[src/rtl/pipelined_addsub_pkg.sv]
// Shared defaults and stage-count helper for the segmented add/subtract datapath.
package pipelined_addsub_pkg;

  localparam int WIDTH_DEF = 16;
  localparam int SEG_W_DEF = 4;

  function automatic int nstages(input int width, input int seg_w);
    return (seg_w < 1) ? 1 : width / seg_w;
  endfunction

endpackage

[src/rtl/pipelined_addsub_if.sv]
// Operand/result handshake bundle for pipelined_addsub; slave is the unit, master the caller.
interface pipelined_addsub_if #(
  parameter int WIDTH = pipelined_addsub_pkg::WIDTH_DEF
);

  logic             in_valid;
  logic             in_ready;
  logic             sub;
  logic             cin;
  logic [WIDTH-1:0] a;
  logic [WIDTH-1:0] b;
  logic             out_valid;
  logic             out_ready;
  logic [WIDTH-1:0] r;
  logic             cout;
  logic             ovf;
  logic             zero;

  modport master (
    output in_valid, sub, cin, a, b, out_ready,
    input  in_ready, out_valid, r, cout, ovf, zero
  );

  modport slave (
    input  in_valid, sub, cin, a, b, out_ready,
    output in_ready, out_valid, r, cout, ovf, zero
  );

endinterface

[src/rtl/pipelined_addsub_stage.sv]
// One SEG_W-bit slice of the pipelined carry chain. The x vector holds the pending
// {a,b} segment pairs above the finished result slices; each stage shrinks it by SEG_W.
module addsub_stage
  import pipelined_addsub_pkg::*;
#(
  parameter int  WIDTH = WIDTH_DEF,
  parameter int  SEG_W = SEG_W_DEF,
  parameter int  IDX   = 0,
  localparam int XI    = 2*WIDTH - IDX*SEG_W,
  localparam int XO    = XI - SEG_W
) (
  input  logic          clk,
  input  logic          rst_n,
  input  logic          stall_i,
  input  logic          valid_i,
  input  logic          carry_i,
  input  logic          zero_i,
  input  logic          ovf_i,
  input  logic [XI-1:0] x_i,
  output logic          valid_o,
  output logic          carry_o,
  output logic          zero_o,
  output logic          ovf_o,
  output logic [XO-1:0] x_o
);

  localparam int            LO      = IDX*SEG_W;
  localparam bit            LAST    = (IDX == nstages(WIDTH, SEG_W) - 1);
  localparam logic [XI-1:0] LO_MASK = (XI'(1) << LO) - XI'(1);

  logic [SEG_W-1:0] a_seg, b_seg;
  logic [SEG_W:0]   sum;
  logic             msb_cin, seg_ovf, en;
  logic [XI-1:0]    upper_w, mid_w;

  logic          valid_q, valid_d;
  logic          carry_q, carry_d;
  logic          zero_q, zero_d;
  logic          ovf_q, ovf_d;
  logic [XO-1:0] x_q, x_d;

  always_comb begin
    b_seg   = x_i[LO +: SEG_W];
    a_seg   = x_i[LO+SEG_W +: SEG_W];
    sum     = {1'b0, a_seg} + {1'b0, b_seg} + {{SEG_W{1'b0}}, carry_i};
    // carry into the slice MSB recovered from the MSB sum bit
    msb_cin = a_seg[SEG_W-1] ^ b_seg[SEG_W-1] ^ sum[SEG_W-1];
    seg_ovf = LAST ? (msb_cin ^ sum[SEG_W]) : 1'b0;
    upper_w = (x_i >> (LO + 2*SEG_W)) << (LO + SEG_W);
    mid_w   = {{(XI-SEG_W){1'b0}}, sum[SEG_W-1:0]} << LO;
    en      = valid_i & ~stall_i;
    valid_d = stall_i ? valid_q : valid_i;
    carry_d = en ? sum[SEG_W] : carry_q;
    zero_d  = en ? (zero_i & ~|sum[SEG_W-1:0]) : zero_q;
    ovf_d   = en ? (ovf_i | seg_ovf) : ovf_q;
    x_d     = en ? XO'(upper_w | mid_w | (x_i & LO_MASK)) : x_q;
  end

  always_ff @(posedge clk or negedge rst_n) begin
    if (!rst_n) begin
      valid_q <= 1'b0;
      carry_q <= 1'b0;
      zero_q  <= 1'b0;
      ovf_q   <= 1'b0;
      x_q     <= '0;
    end else begin
      valid_q <= valid_d;
      carry_q <= carry_d;
      zero_q  <= zero_d;
      ovf_q   <= ovf_d;
      x_q     <= x_d;
    end
  end

  assign valid_o = valid_q;
  assign carry_o = carry_q;
  assign zero_o  = zero_q;
  assign ovf_o   = ovf_q;
  assign x_o     = x_q;

endmodule

[src/rtl/pipelined_addsub.sv]
// Pipelined two's-complement add/subtract: NSTAGES carry-chain segments, one result
// per clock, whole-pipe stall on output back-pressure.
module pipelined_addsub
  import pipelined_addsub_pkg::*;
#(
  parameter int WIDTH = WIDTH_DEF,
  parameter int SEG_W = SEG_W_DEF
) (
  input  logic               clk,
  input  logic               rst_n,
  pipelined_addsub_if.slave  bus
);

  localparam int NSTAGES = nstages(WIDTH, SEG_W);

  if (SEG_W < 1) begin : g_bad_seg
    $error("pipelined_addsub: SEG_W must be >= 1");
  end else if (WIDTH % SEG_W != 0) begin : g_bad_width
    $error("pipelined_addsub: WIDTH must be a multiple of SEG_W");
  end

  logic               stall;
  logic [WIDTH-1:0]   b_eff;
  logic [2*WIDTH-1:0] x0;

  // interleave operands as {a_seg, b_seg} pairs, segment 0 lowest
  always_comb begin
    stall = bus.out_valid & ~bus.out_ready;
    b_eff = bus.sub ? ~bus.b : bus.b;
    x0    = '0;
    for (int j = 0; j < NSTAGES; j++) begin
      x0[2*j*SEG_W +: SEG_W]     = b_eff[j*SEG_W +: SEG_W];
      x0[(2*j+1)*SEG_W +: SEG_W] = bus.a[j*SEG_W +: SEG_W];
    end
  end

  assign bus.in_ready = ~stall;

  for (genvar k = 0; k < NSTAGES; k++) begin : g_stage
    localparam int XI = 2*WIDTH - k*SEG_W;

    logic [XI-1:0]       x_in;
    logic [XI-SEG_W-1:0] x_out;
    logic                valid_in, carry_in, zero_in, ovf_in;
    logic                valid_out, carry_out, zero_out, ovf_out;

    if (k == 0) begin : g_head
      assign x_in     = x0;
      assign valid_in = bus.in_valid;
      assign carry_in = bus.cin;
      assign zero_in  = 1'b1;
      assign ovf_in   = 1'b0;
    end else begin : g_link
      assign x_in     = g_stage[k-1].x_out;
      assign valid_in = g_stage[k-1].valid_out;
      assign carry_in = g_stage[k-1].carry_out;
      assign zero_in  = g_stage[k-1].zero_out;
      assign ovf_in   = g_stage[k-1].ovf_out;
    end

    addsub_stage #(
      .WIDTH (WIDTH),
      .SEG_W (SEG_W),
      .IDX   (k)
    ) u_stage (
      .clk     (clk),
      .rst_n   (rst_n),
      .stall_i (stall),
      .valid_i (valid_in),
      .carry_i (carry_in),
      .zero_i  (zero_in),
      .ovf_i   (ovf_in),
      .x_i     (x_in),
      .valid_o (valid_out),
      .carry_o (carry_out),
      .zero_o  (zero_out),
      .ovf_o   (ovf_out),
      .x_o     (x_out)
    );
  end

  assign bus.out_valid = g_stage[NSTAGES-1].valid_out;
  assign bus.r         = g_stage[NSTAGES-1].x_out;
  assign bus.cout      = g_stage[NSTAGES-1].carry_out;
  assign bus.ovf       = g_stage[NSTAGES-1].ovf_out;
  assign bus.zero      = g_stage[NSTAGES-1].zero_out;

endmodule

[src/flat_wrapper.sv]
// flat-port wrapper written by rule: the top's interface ports become plain ports
module pipelined_addsub_flat import pipelined_addsub_pkg::*;
#(
  parameter int WIDTH = WIDTH_DEF,
  parameter int SEG_W = SEG_W_DEF
)
  (clk, rst_n, bus_in_valid, bus_sub, bus_cin, bus_a, bus_b, bus_out_ready, bus_in_ready, bus_out_valid, bus_r, bus_cout, bus_ovf, bus_zero);
  pipelined_addsub_if #(.WIDTH(WIDTH)) bus_i ();
  input  logic clk;
  input  logic rst_n;
  input wire logic [$bits(bus_i.in_valid)-1:0] bus_in_valid;
  input wire logic [$bits(bus_i.sub)-1:0] bus_sub;
  input wire logic [$bits(bus_i.cin)-1:0] bus_cin;
  input wire logic [$bits(bus_i.a)-1:0] bus_a;
  input wire logic [$bits(bus_i.b)-1:0] bus_b;
  input wire logic [$bits(bus_i.out_ready)-1:0] bus_out_ready;
  output wire logic [$bits(bus_i.in_ready)-1:0] bus_in_ready;
  output wire logic [$bits(bus_i.out_valid)-1:0] bus_out_valid;
  output wire logic [$bits(bus_i.r)-1:0] bus_r;
  output wire logic [$bits(bus_i.cout)-1:0] bus_cout;
  output wire logic [$bits(bus_i.ovf)-1:0] bus_ovf;
  output wire logic [$bits(bus_i.zero)-1:0] bus_zero;
  assign bus_i.in_valid = bus_in_valid;
  assign bus_i.sub = bus_sub;
  assign bus_i.cin = bus_cin;
  assign bus_i.a = bus_a;
  assign bus_i.b = bus_b;
  assign bus_i.out_ready = bus_out_ready;
  assign bus_in_ready = bus_i.in_ready;
  assign bus_out_valid = bus_i.out_valid;
  assign bus_r = bus_i.r;
  assign bus_cout = bus_i.cout;
  assign bus_ovf = bus_i.ovf;
  assign bus_zero = bus_i.zero;
  pipelined_addsub #(.WIDTH(WIDTH), .SEG_W(SEG_W)) u_core (.clk(clk), .rst_n(rst_n), .bus(bus_i));
endmodule
[config.mk]
export PLATFORM = sky130hd
export DESIGN_NAME = pipelined_addsub_flat
export DESIGN_NICKNAME = d
export VERILOG_FILES = /design/src/rtl/pipelined_addsub_pkg.sv /design/src/rtl/pipelined_addsub_if.sv /design/src/rtl/pipelined_addsub_stage.sv /design/src/rtl/pipelined_addsub.sv /design/src/flat_wrapper.sv
export SDC_FILE = /design/constraint.sdc
export NUM_CORES = 1
export LEC_CHECK = 0
export ABC_AREA = 1
export BUFFER_PORTS_ARGS = -buffer_cell sky130_fd_sc_hd__buf_2
export CORE_ASPECT_RATIO = 1.1
export CORE_MARGIN = 4
export CORE_UTILIZATION = 30
export DETAILED_ROUTE_END_ITERATION = 7
export GPL_TIMING_DRIVEN = 1
export PLACE_DENSITY_LB_ADDON = 0.2
export SYNTH_ARGS = -nofsm -noshare
export SYNTH_HDL_FRONTEND = slang
export SYNTH_HIERARCHICAL = 1
export SYNTH_SLANG_ARGS = --single-unit
[constraint.sdc]
create_clock -name clk -period 4.56 [get_ports clk]
set_clock_uncertainty 0.15 [all_clocks]
set_input_delay 0.228 -clock clk [delete_from_list [all_inputs] [get_ports clk]]
set_output_delay 0.228 -clock clk [all_outputs]
set_load 0.02 [all_outputs]
* Word level (Yosys, flattened, before mapping)
Index checks and enable logic that the tools add are counted.
Word-level totals: flip-flop bits (word level) 101, output and inout port bits 21
Cells by class: add/subtract/negate cells 8, muxes and demuxes 1, bitwise logic cells 20, reductions and logical operators 8
Operators by type and width (count):
- OR 28 x 4 -> 28 bit | 1
- OR 24 x 4 -> 24 bit | 1
- OR 24 x 8 -> 24 bit | 1
- adder 4 x 4 -> 5 bit | 4
- adder 5 x 1 -> 5 bit | 4
- OR 20 x 12 -> 20 bit | 1
- OR 20 x 8 -> 20 bit | 1
- 2-to-1 mux 16 bit | 1
- inverter 16 bit | 1
- OR 16 x 12 -> 16 bit | 1
- OR reduction 4 bit | 4
- bitwise AND 1 bit | 8
- zero test 1 bit | 4
- XOR 1 bit | 3
- inverter 1 bit | 2

* Depth between registers and ports, before layout
Gate-level depths: netlist of run 1.
word-level depth 6, depth in mapped cells 13, gate-level depth less buffers 12

* By module
Netlist of run 1, hierarchy kept.
By module, submodules not included:
- addsub_stage at u_core.g_stage[0].u_stage | times used 1, cells an instance 161, area an instance 1387.6 sq um
- addsub_stage at u_core.g_stage[1].u_stage | times used 1, cells an instance 144, area an instance 1260.0 sq um
- addsub_stage at u_core.g_stage[2].u_stage | times used 1, cells an instance 128, area an instance 1099.8 sq um
- addsub_stage at u_core.g_stage[3].u_stage | times used 1, cells an instance 115, area an instance 950.9 sq um
- pipelined_addsub | times used 1, cells an instance 73, area an instance 311.5 sq um

* Worst setup path before layout of run 1
Ideal clock, no wire load.
path type input -> register, start input port bus_sub, end register u_core.g_stage[0].u_stage.zero_q, library setup time 0.117 ns, arrival time 1.664 ns, required time 4.293 ns, path slack 2.629 ns, stages on the path 13, path buffers 1, path through buf_6 > inv_8 > nand2_1 > nand2_1 > fa_1 > inv_1 > fa_1 > nand2_1 > inv_1 > nand3_1 > nor2_1 > nand3_1 > nand2_1
On the way: word-level cells in the longest chain between the ends 5
Ends and longest elaborated chain:
- start, declared | RTL line flat_wrapper.sv:12 | input wire logic [$bits(bus_i.sub)-1:0] bus_sub;
- 2-to-1 mux 16 bit | RTL line pipelined_addsub.sv:29 | b_eff = bus.sub ? ~bus.b : bus.b;
- via u_core.b_eff[0] | RTL line pipelined_addsub.sv:23 | logic [WIDTH-1:0] b_eff;
- adder 4 x 4 -> 5 bit | RTL line pipelined_addsub_stage.sv:45 | sum = {1'b0, a_seg} + {1'b0, b_seg} + {{SEG_W{1'b0}}, carry_i};
- adder 5 x 1 -> 5 bit | RTL line pipelined_addsub_stage.sv:45
- OR reduction 4 bit | RTL line pipelined_addsub_stage.sv:54 | zero_d = en ? (zero_i & ~|sum[SEG_W-1:0]) : zero_q;
- zero test 1 bit | RTL line pipelined_addsub_stage.sv:54
- end signal, assigned | RTL line pipelined_addsub_stage.sv:69 | zero_q <= zero_d;
- end, declared | RTL line pipelined_addsub_stage.sv:38 | logic zero_q, zero_d;
The timed path passes the listed nets, and every way through them passes these cells. A chain may end at the register's enable or synchronous reset.

* Worst setup path in the final report of run 1
start register u_core.g_stage[3].u_stage.valid_q, end register u_core.g_stage[0].u_stage.x_q[1]
On the way: word-level cells in the longest chain between the ends 3
Ends and longest elaborated chain:
- start, declared | RTL line pipelined_addsub_stage.sv:36 | logic valid_q, valid_d;
- start signal, assigned | RTL line pipelined_addsub_stage.sv:67 | valid_q <= valid_d;
- bitwise AND 1 bit | RTL line pipelined_addsub.sv:28 | stall = bus.out_valid & ~bus.out_ready;
- via u_core.stall | RTL line pipelined_addsub.sv:22 | logic stall;
- inverter 1 bit | RTL line pipelined_addsub_stage.sv:51 | en = valid_i & ~stall_i;
- bitwise AND 1 bit | RTL line pipelined_addsub_stage.sv:51
- end signal, assigned | RTL line pipelined_addsub_stage.sv:65 | x_q <= '0;
- end signal, assigned | RTL line pipelined_addsub_stage.sv:71 | x_q <= x_d;
- end, declared | RTL line pipelined_addsub_stage.sv:40 | logic [XO-1:0] x_q, x_d;
The timed path passes the listed nets, and every way through them passes these cells.

==> results of run 1 <==
[final cells by class]
cell class | count | share of cell area [%]
Sequential cell | 104 | 44.6
Multi-Input combinational cell | 439 | 34.5
Timing Repair Buffer | 73 | 7.50
Tap cell | 204 | 4.37
Clock buffer | 9 | 3.86
Inverter | 57 | 3.80
Clock inverter | 7 | 1.39
[registers in the layout, indices dropped and copies added (netlist names)]
register and count:
u_core/g_stage.u_stage/x_o 88, u_core/g_stage.u_stage/ovf_o 4, u_core/g_stage.u_stage/zero_o 4, u_core/g_stage.u_stage/carry_o 4, u_core/g_stage.u_stage/valid_o 4
[repair_timing]
item	in CTS	in global routing
buffers inserted	0	0
endpoints found under the hold margin	92	0
hold buffers	13	0
[per-layer routing]
metal  vias up  part of all wire (%)  wire length (um)
met5         -                     0                 0
met4         0                   1.4               134
met3        10                   3.9               386
met2        56                    42              4100
met1      1668                    53              5160
li1       1991                     -                 -
[cells in the final DEF (no fill, tap or decap), drive strengths merged, types with 3 or more instances in the layout]
| master | n |
|---|---|
| nand3 | 26 |
| o21ai | 11 |
| clkbuf | 9 |
| dfrtp | 104 |
| nor2 | 17 |
| buf | 60 |
| dlygate4sd3 | 13 |
| clkinv | 5 |
| nand2 | 349 |
| a21oi | 6 |
| inv | 58 |
| ha | 12 |
| fa | 8 |
| xnor2 | 3 |
[kinds of logic after synthesis]
kind of cell	synth area share, %
AO/OA/AOI/OAI	2.27
AND/OR/NAND/NOR	31.0
adder cells (fa/ha/maj)	6.19
flip-flops	51.9
other	0.150
buffers and inverters	7.89
XOR/XNOR	0.525
[critical path, stage by stage (launching register included)]
cell and delay, ns:
dfrtp_1 0.39, inv_1 0.06, nor2_1 0.03, buf_4 0.18, nor2_4 0.51, inv_2 0.41
nand2_1 0.14, o21ai_0 0.08
[how the worst max path moves through the flow]
stage | slack [ns] | endpoint | cells past startpoint | startpoint
global route | 2.21 | u_core/g_stage[0].u_stage/x_o[1] | 7 | u_core/g_stage[3].u_stage/valid_o
CTS | 2.40 | u_core/g_stage[0].u_stage/x_o[1] | 7 | u_core/g_stage[3].u_stage/valid_o
floorplan | 2.63 | u_core/g_stage[0].u_stage/zero_o | 13 | bus_sub
global placement | 2.30 | u_core/g_stage[0].u_stage/zero_o | 13 | bus_sub
finish | 2.46 | u_core/g_stage[0].u_stage/x_o[1] | 7 | u_core/g_stage[3].u_stage/valid_o
detailed placement | 2.25 | u_core/g_stage[0].u_stage/zero_o | 13 | bus_sub
[where the power goes]
part	leakage [uW]	internal, uW	total, uW	switching [uW]
Clock	0.000151	432	778	346
Sequential	0.00131	1270	1470	200
Combinational	0.00185	439	1220	786
[through the flow]
step	std cells	area, sq um	hold slack, ns	setup slack [ns]	util, %
6_report	893	5840	0.0613	2.46	35.6
5_1_grt	893	5840	0.0908	2.21	35.6
4_1_cts	893	5840	0.0519	2.40	35.6
3_5_place_dp	864	5400	0.285	2.25	33.0
3_3_place_gp	864	5400	0.287	2.30	33.0
2_1_floorplan	621	5010	-0.218	2.63	-
==> impl_metrics.ini, run 1 <==
[outcome]
status = complete, no violations

[global_routing]
overflow = 0
gr-usage-met1_pct = 15.2
busiest_layer = met2
grt_max_degree = 82
grt.met3_usage_pct = 2.49
grt_pass1_wl_um = 17600
antenna_found_initial = 0
grt_use_total_pct = 11.1
met2_usage_pct = 17.5
grt_pass1_vias = 3834

[synthesis]
syn_area_sq_um = 5010
ys_seq_elements = 104
synth_top_area_share_pct = 51.9
yosysUniqueCellTypes = 25
postSynthCellCount = 621
synth.area.top_cells = dfrtp_1 52%, nand2_1 26%, inv_1 3.9%, fa_1 3.2%, ha_1 3.0%
yosys.area.top_type = dfrtp_1
synth-edff-count = 0
synth_ff_type = dfrtp_1
synthArstFlopShare_pct = 100
syn-num-nets = 679
yosysMostFrequentCell = nand2_1
synth_commonest_cells = 346 x nand2_1, 104 x dfrtp_1, 52 x inv_1
yosysWarnings = 6
seq_area_frac_synth_pct = 51.9
syn-mean-instance-area_sq_um = 8.07

[worst_hold_path]
min_to = u_core/g_stage[0].u_stage/x_o[23]
hold_path_depth = 5
hold_start = bus_b[15]
min_path_type = input pin to register

[layout]
seq_area_sq_um = 2600
num-nets-final = 742
drive_above_1_share_pct = 13.2
syn2layout_area_growth_pct = 16.5
fill_cells = 1729
antenna_cells = 0
multi_input_area_sq_um = 2010

[floorplanning]
dieWidth_um = 131
core_sq_um = 16400
rows = 49
die-area_sq_um = 18800
die_h_um = 144
start_util_pct = 30.6
io_pins = 59

[route]
drc = 0
routed_via_density = 4.17
drt_iter0_drc = 161
finalWirelength_um = 9780
vias = 3725
wl_per_cell_um = 10.9
ant_nets = 0
firstDrtPassIters = 4

[job]
maxCapViolations = 0

[clock_network]
cts_num_sinks = 104
clk-insertion-delay-late_ns = 0.34
cts.clk_slew.worst_paths_ns = 0.07
ctsLongestPathBuffers = 2
cts_tree = yes
cts_resized = 0
cts_buffers = 9
root_buffer = clkbuf_16
htree_levels = 3

[timing]
relSlewSlack_pct = 31.5
maxSlewViolCount = 0
rsz0062_at_grt = false
final_hold_viol_count = 0
tightest_slew_ns = 1.03
tns_ns = 0
finalSetupViolCount = 0
fin_crit_sh_pct = 46.1
max_freq_mhz = 476
post-route-min-period_ns = 2.10

[power_and_ir_drop]
ir_drop_mv = 0.232
p_per_area_nw_per_um2 = 594
leakage_uw = 0.00330
finalPower_uw = 3470

[setup_path]
crit_path_start_kind = register
reg2reg_from = u_core/g_stage[3].u_stage/valid_o
r2r_end = u_core/g_stage[0].u_stage/x_o[1]
crit_arrival_ns = 2.16
reg2reg_slack_ns = 2.46
critical_path_required_ns = 4.62
critical_path_class = register to register
cp_max_fo = 34
reg2regPathDepth = 7
end_kind = register

[place]
port_buffers = 58
dpl.hpwl_um = 7220
gp_congestion = 0.799
No activity file was read; power rests on OpenSTA's default activity.
==> run 2: changes to the inputs <==
--- a/config.mk
+++ b/config.mk
@@ -5,7 +5,7 @@
 export SDC_FILE = /design/constraint.sdc
 export NUM_CORES = 1
 export LEC_CHECK = 0
-export ABC_AREA = 1
+export ABC_AREA = 0
 export BUFFER_PORTS_ARGS = -buffer_cell sky130_fd_sc_hd__buf_2
 export CORE_ASPECT_RATIO = 1.1
 export CORE_MARGIN = 4
==> constraint.sdc (replaced) <==
create_clock -name clk -period 2.1 [get_ports clk]
set_clock_uncertainty 0.15 [all_clocks]
set_input_delay 0.105 -clock clk [delete_from_list [all_inputs] [get_ports clk]]
set_output_delay 0.105 -clock clk [all_outputs]
set_load 0.02 [all_outputs]
==> impl_metrics.ini, run 2 <==
[floorplanning]
start_util_pct = 30.9
die-area_sq_um = 17700
io_pins = 59
die_h_um = 139
rows = 47
dieWidth_um = 127
core_sq_um = 15200

[synthesis]
postSynthCellCount = 509
synth-edff-count = 0
yosysMostFrequentCell = nand2_1
ys_seq_elements = 104
syn-mean-instance-area_sq_um = 9.22
yosys.area.top_type = dfrtp_1
synth_ff_type = dfrtp_1
syn-num-nets = 567
synth_commonest_cells = 263 x nand2_1, 104 x dfrtp_1, 22 x xor2_1
syn_area_sq_um = 4690
synth_top_area_share_pct = 55.5
seq_area_frac_synth_pct = 55.5
synth.area.top_cells = dfrtp_1 55%, nand2_1 21%, xor2_1 4.1%, fa_1 3.4%, ha_1 3.2%
yosysUniqueCellTypes = 26
yosysWarnings = 6
synthArstFlopShare_pct = 100

[timing]
rsz0062_at_grt = false
post-route-min-period_ns = 2.01
fin_crit_sh_pct = 95.9
max_freq_mhz = 497
maxSlewViolCount = 0
hold_slack_ns = 0.0147
setup_slack_ns = 0.0866
final_hold_viol_count = 0
finalSetupViolCount = 0

[clock_network]
cts_tree = yes
ctsLongestPathBuffers = 2
cts.clk_slew.worst_paths_ns = 0.06
cts_num_sinks = 104
clk-insertion-delay-late_ns = 0.34
htree_levels = 3
root_buffer = clkbuf_16
cts_buffers = 9

[setup_path]
crit_arrival_ns = 2.09
cpPeakStageDelay_ns = 0.41
cp_max_fo = 2
critical_path_class = register to register
critical_path_required_ns = 2.17
path_common_cell = fa_2
crit_path_start_kind = register
reg2regPathDepth = 6
end_kind = register
crit_family = adder cells
cp_cell_sequence = fa_2, fa_2, a21o_1, a21oi_2, xnor2_1, a21oi_1
path_buf_inv = 0
reg2reg_slack_ns = 0.09
worst_path_max_delay_cell = dfrtp_1
crit_cells = 6

[layout]
antenna_cells = 0
num-nets-final = 657
syn2layout_area_growth_pct = 22.7
largest_register_ffs = 88
drive_above_1_share_pct = 16.3
mostFrequentLayoutCells = 263 x nand2_1, 104 x dfrtp_1, 57 x buf_2
layout_commonest_cell = nand2_1

[route]
finalWirelength_um = 9150
routed_via_density = 4.25
firstDrtPassIters = 4
wl_per_cell_um = 11.5
drc = 0
vias = 3389
ant_nets = 0
drt_iter0_drc = 155

[global_routing]
grt_max_degree = 39
antenna_found_initial = 0
grt_pass1_wl_um = 16200
overflow = 0
grt_use_total_pct = 11.2
grt_pass1_vias = 3391

[worst_hold_path]
hold_path_depth = 4
min_path_type = input pin to register

[power_and_ir_drop]
p_per_area_nw_per_um2 = 1310
ir_drop_mv = 0.431
leakage_uw = 0.00307

[place]
port_buffers = 58
dpl.hpwl_um = 6830
gp_congestion = 0.719
place_ws_ns = -0.0483

[outcome]
status = complete, no violations

[job]
maxCapViolations = 0
-- run 2: routing by layer --
| layer | vias to the layer above | wire length [um] | global-route usage [%] |
|---|---|---|---|
| li1 | 1752 | - | - |
| met4 | 0 | 214 | 5.42 |
| met3 | 13 | 330 | 1.46 |
| met2 | 64 | 3980 | 17.0 |
| met5 | - | 0 | 0 |
| met1 | 1560 | 4620 | 15.8 |
-- run 2: cell type report --
| class | instances | area [sq um] |
|---|---|---|
| flip-flops and latches | 104 | 2600 |
| clock inverters | 1 | 5.00 |
| inverters | 9 | 33.8 |
| well taps | 196 | 245 |
| repair buffers | 103 | 706 |
| multi-input cells | 372 | 1910 |
| clock buffers | 13 | 250 |
| fillers | 1610 | 9420 |
-- run 2: cells by family (layout without fill, tap and decap cells) --
logic type               Yosys count  in the layout  synth area share, %
buffers and inverters             33            126                 4.00
flip-flops                       104            104                 55.5
AO/OA/AOI/OAI                     32             32                 4.40
multiplexers                       1              1                0.320
adder cells (fa/ha/maj)           20             20                 6.61
XOR/XNOR                          25             25                 4.67
other                              2              2                0.160
AND/OR/NAND/NOR                  292            292                 24.4
-- run 2: repair_timing --
action                     CTS  global route
setup buffers                0             1
hold endpoints to repair    59             0
gates cloned                 0             0
resized for setup            2             1
setup endpoints to repair    1             2
hold buffers                25             0
-- run 2: tightest hold or removal path, delay by kind of cell --
family,cells,cell delay [ns]
adders and majority gates,1,0.18
buffers and inverters,1,0.08
and+or+nand+nor,2,0.11
-- run 2: final timing paths --
kind / from / to
hold reg to reg: u_core/g_stage[3].u_stage/x_o[0] / u_core/g_stage[3].u_stage/x_o[0]
setup / recovery: u_core/g_stage[2].u_stage/carry_o / u_core/g_stage[3].u_stage/ovf_o
max in group asynchronous: rst_n / u_core/g_stage[3].u_stage/x_o[14]
min in group asynchronous: rst_n / u_core/g_stage[0].u_stage/x_o[5]
hold / removal: bus_a[0] / u_core/g_stage[0].u_stage/x_o[0]
setup reg to reg: u_core/g_stage[2].u_stage/carry_o / u_core/g_stage[3].u_stage/ovf_o
-- run 2: per-stage QoR --
stage	cell area (sq um)	setup TNS, ns	power, uW	std cells	utilization (%)
after global routing	5750	0	8250	798	37.9
after global placement	5230	-0.0282	6010	758	34.5
after floorplan	4690	0	5220	509	-
after detailed placement	5230	-0.0483	6060	758	34.5
after CTS	5740	0	7640	797	37.9
final	5750	0	7520	798	37.9
-- run 2: power by group --
group / switching, uW / total (uW) / internal (uW)
clock network: 673 / 1500 / 823
logic: 1640 / 2800 / 1160
registers: 455 / 3230 / 2770
total: 2770 / 7520 / 4750
